### config.mk
export PLATFORM = sky130hd
export DESIGN_NAME = fetch_unit
export DESIGN_NICKNAME = d
export VERILOG_FILES = /design/src/rtl/fetch_unit.sv
export SDC_FILE = /design/constraint.sdc
export NUM_CORES = 1
export LEC_CHECK = 0
export ABC_AREA = 1
export CORE_MARGIN = 5
export CORE_UTILIZATION = 42
export CTS_CLUSTER_DIAMETER = 60
export DETAILED_ROUTE_END_ITERATION = 8
export PLACE_DENSITY = 0.87
export SYNTH_ARGS = -nofsm -noshare
export SYNTH_HDL_FRONTEND = slang
export SYNTH_SLANG_ARGS = --single-unit
### constraint.sdc
create_clock -name clk -period 1.85 [get_ports clk]
set_clock_uncertainty 0.2 [all_clocks]
set_input_delay 0.185 -clock clk [delete_from_list [all_inputs] [get_ports clk]]
set_output_delay 0.185 -clock clk [all_outputs]
set_load 0.02 [all_outputs]
### src/rtl/fetch_unit.sv
// Instruction-fetch front end: owns the PC, drives instmem's word address and
// presents {pc, inst} to decode; handles stall replay and branch/jump redirect.
module fetch_unit #(
    parameter logic [31:0] RESET_PC = 32'h0000_0000,
    parameter int          CNT_W    = 32
) (
    input  logic             clk,
    input  logic             rst,
    input  logic             fetch_en,
    input  logic             redirect_valid,
    input  logic [31:0]      redirect_pc,
    output logic [31:0]      mem_addr,
    input  logic [31:0]      mem_inst,
    output logic             out_valid,
    input  logic             out_ready,
    output logic [31:0]      out_inst,
    output logic [31:0]      out_pc,
    output logic [CNT_W-1:0] fetch_count,
    output logic             dbg_state
);

    // Handshake: out_valid/out_pc/out_inst hold stable until out_ready is seen
    // high with out_valid (accept) or a redirect discards the presented word.
    typedef enum logic {IDLE = 1'b0, RUN = 1'b1} state_t;

    state_t           st_q, st_d;
    logic [31:0]      pc_q, pc_d;
    logic [CNT_W-1:0] cnt_q, cnt_d;

    always_ff @(posedge clk or negedge rst) begin
        if (!rst) begin
            st_q  <= IDLE;
            pc_q  <= RESET_PC;
            cnt_q <= '0;
        end else begin
            st_q  <= st_d;
            pc_q  <= pc_d;
            cnt_q <= cnt_d;
        end
    end

    // pc_d is also the address requested this cycle, so the read data lines up
    // with pc_q one cycle later in every branch of the priority.
    always_comb begin
        st_d  = st_q;
        pc_d  = pc_q;
        cnt_d = cnt_q;
        if (redirect_valid) begin
            pc_d = {redirect_pc[31:2], 2'b00};
            st_d = fetch_en ? RUN : IDLE;
        end else if (st_q == IDLE) begin
            if (fetch_en) st_d = RUN;
        end else if (out_ready) begin
            cnt_d = cnt_q + 1'b1;
            pc_d  = pc_q + 32'd4;
            st_d  = fetch_en ? RUN : IDLE;
        end
    end

    always_comb begin
        out_valid   = (st_q == RUN);
        out_pc      = pc_q;
        out_inst    = mem_inst;
        fetch_count = cnt_q;
        dbg_state   = st_q;
        // While reset is held the address must not follow redirect inputs.
        if (!rst) mem_addr = {2'b00, RESET_PC[31:2]};
        else      mem_addr = {2'b00, pc_d[31:2]};
    end

endmodule

==> flow_summary.ini <==
[grt]
grt_pass1_wl_um = 24400
overflow = 0
track_usage_pct = 24.3
antenna_found_initial = 0
grt_max_degree = 64
grt_pass1_vias = 5081

[clocking]
cts_tree = built
cts.sinks = 63
cts-root-buf = clkbuf_8
clkTransAtPathRegs_ns = 0.08
clk_latency_ns = 0.36
clock_path_buffers = 2
cts_buffers = 9
h-tree-depth = 3

[finish]
drive_gt1_share_pct = 46.4
syn_to_final_growth_pct = 80.4
fin_area_mm2 = 0.00775
diodes = 0
num-nets-final = 921
fillers = 594
finalNonFillerCells = 991

[sta]
hold_violations = 0
fin_crit_ns = 2.61
fmax_mhz = 383
setup_ws_ns = -0.760
final_max_slew_viol_count = 0
hold-worst-slack_ns = 0.170
grt_setup_unrepaired = true
slew_headroom_pct = 43.7
worstMarginPinSlew_ns = 0.844
finalCritPeriodShare_pct = 141
finalSetupViolCount = 61

[worst_setup_path]
crit_buf_inv = 2
crit_family = simple AND/OR/NAND/NOR gates
critPathMaxStageDelay_ns = 0.46
crit_fanout = 3
path_class = flop to output port
critPathCaptureType = output port
path_cells = inv_1 > nor3_1 > nand2_1 > nor2_1 > nand2_1 > nand2_2 > nand3_4 > a21oi_4 > buf_6
cp_common_cell = nand2_1
slowest_stage = nor3_1
arrival_ns = 2.22
critPathLaunchType = flop
required_ns = 1.46

[power]
p_int_mw = 2.94
power.share.clock_pct = 27.1
power-per-cell-area_mw_per_mm2 = 598
p_seq_share_pct = 35.7
ir_worst_vdd_mv = 0.535
power_mw = 4.64
leakage_nw = 4.05
swShare_pct = 36.6
p_comb_share_pct = 37.2
power_switching_mw = 1.70

[floorplanning]
die_w_um = 111
initial_core_util_pct = 42.4
dieArea_mm2 = 0.0124
coreArea_mm2 = 0.0101
io_pins = 199
die_y_um = 111
rows = 37

[min_path]
hold_class = input pin to output port

[synthesis]
yosysMostFrequentCell = nand2_1
synth_area_leaders = dfrtp_1 37%, nand2_1 15%, buf_4 6.5%
netlist_area_mm2 = 0.00430
ys.flop_type = dfrtp_1
syn-instance-count = 600
synth_area_per_cell_um2 = 7.16
synth_enable_flop_cells = 0
synth.top_cell.area_share_pct = 36.7
yosysUniqueCellTypes = 32
synth_area_leader_cell = dfrtp_1
yosysWarnings = 0
synthArstFlopShare_pct = 100
ys_seq_elements = 63
seq_area_frac_synth_pct = 36.7
netlist_top_cells_count = 167 x nand2_1, 68 x inv_1, 63 x dfrtp_1

[placement]
port_buffers = 128
place_congestion = 0.927
dp_hpwl_um = 10300
dp_cells = 928
place_area_mm2 = 0.00645

[route]
routed-via-count = 5296
drt_pass1_iterations = 7
initialDrtViolationCount = 385
viasPerCell = 5.34
routed_wirelength_um = 19100
drc = 0
ant_nets = 0
wire_per_inst_um = 19.3

[status]
status = finished, violations left
violations = negative setup slack

[run]
maxCapViolCount = 0
power groups by stage:
stage / logic, mW / registers, mW / clock network, mW
3_5_place_dp: 1.44 / 1.65 / 0
2_1_floorplan: 0.581 / 1.81 / 0
3_3_place_gp: 1.41 / 1.65 / 0
6_report: 1.73 / 1.66 / 1.26
4_1_cts: 1.51 / 1.62 / 1.26
5_1_grt: 1.82 / 1.67 / 1.33
final cells by class:
cell class                 count  area, um^2  share of cell area (%)
sequential                    63        1600                    20.6
clock inverter                 7        72.6                   0.936
timing repair buffer         283        2620                    33.8
tap                          136         170                    2.20
clock buffer                   9         124                    1.60
inverter                      70         274                    3.54
multi-input combinational    423        2890                    37.3
cell families (layout without fill, tap and decap cells):
kind of cell    count (synthesis)  count (layout)  synth area share, %
simple gates                  344             344                 37.1
buf+inv                       117             369                 13.7
flops                          63              63                 36.7
compound gates                 37              37                 4.51
xor+xnor                       36              36                 7.34
fa+ha+maj                       2               2                0.582
other cells                     1               4               0.0873
metrics by stage:
stage	setup WS [ns]	TNS (ns)	utilization [%]
after detailed placement	-0.849	-28.54	63.6
after global placement	-0.812	-26.50	63.6
after floorplan	-0.00370	-0.00370	-
final	-0.760	-18.03	76.4
after CTS	-0.533	-12.82	68.8
after global routing	-0.952	-23.75	76.4
worst register-to-register path: stages, from the launching register on:
cell and delay (ns):
dfrtp_2 0.40, nand2_4 0.09, buf_6 0.14, buf_6 0.12, nor2_8 0.14, buf_8 0.15, buf_6 0.11, nand3_4 0.09
nor2_4 0.13, nand2_4 0.09, nor2_4 0.12, xor2_1 0.18
metal layers:
metal | GRT usage [%] | vias to the layer above | wire length (um)
li1 | - | 2339 | -
met1 | 26.9 | 2508 | 6710
met2 | 42.1 | 343 | 9750
met3 | 7.21 | 106 | 1660
met4 | 12.2 | 0 | 982
met5 | 0 | - | 0
placed cells by master (no fill, tap or decap), types with 4 or more instances in the layout:
master / instances
a21oi_1: 5
a21oi_2: 11
a21oi_4: 7
buf_12: 5
buf_4: 140
buf_6: 37
clkbuf_8: 9
clkdlybuf4s50_1: 46
conb_1: 4
dfrtp_1: 45
dfrtp_2: 18
dlygate4sd2_1: 26
dlymetal6s2s_1: 24
inv_1: 59
inv_2: 6
nand2_1: 132
nand2_2: 32
nand2_4: 9
nand3_1: 20
nand3_2: 18
nand3_4: 7
nand3b_1: 6
nand4_1: 15
nor2_1: 27
nor2_2: 21
nor2_4: 28
nor3_1: 11
nor3_4: 4
o21ai_2: 7
or2_2: 9
xnor2_1: 14
xor2_1: 17
state kept, by name (all words and copies together), names as in the netlist:
name         cells
dbg_state        1
fetch_count     32
out_pc          30
final timing paths:
check,start,endpoint,slack (ns),depth (start not counted)
setup / recovery,out_pc[22]$_DFF_PN0_,mem_addr[28],-0.76,9
hold / removal,mem_inst[19],out_inst[19],0.17,0
setup reg to reg,dbg_state$_DFF_PN0_,fetch_count[15]$_DFFE_PN0P_,-0.20,11
hold reg to reg,fetch_count[31]$_DFFE_PN0P_,fetch_count[31]$_DFFE_PN0P_,0.33,2
max in group asynchronous,rst,fetch_count[0]$_DFFE_PN0P_,0.38,3
min in group asynchronous,rst,out_pc[11]$_DFF_PN0_,0.45,3
timing repair:
| item | in CTS | in global routing |
|---|---|---|
| gates resized for setup | 235 | 160 |
| hold endpoints to repair | 63 | 0 |
| buffers inserted | 21 | 25 |
| hold buffers | 1 | 0 |
| pin swaps | 40 | 60 |
| cloned | 0 | 1 |
| endpoints found under the setup margin | 65 | 84 |
Power figures use the tool's default switching activity.
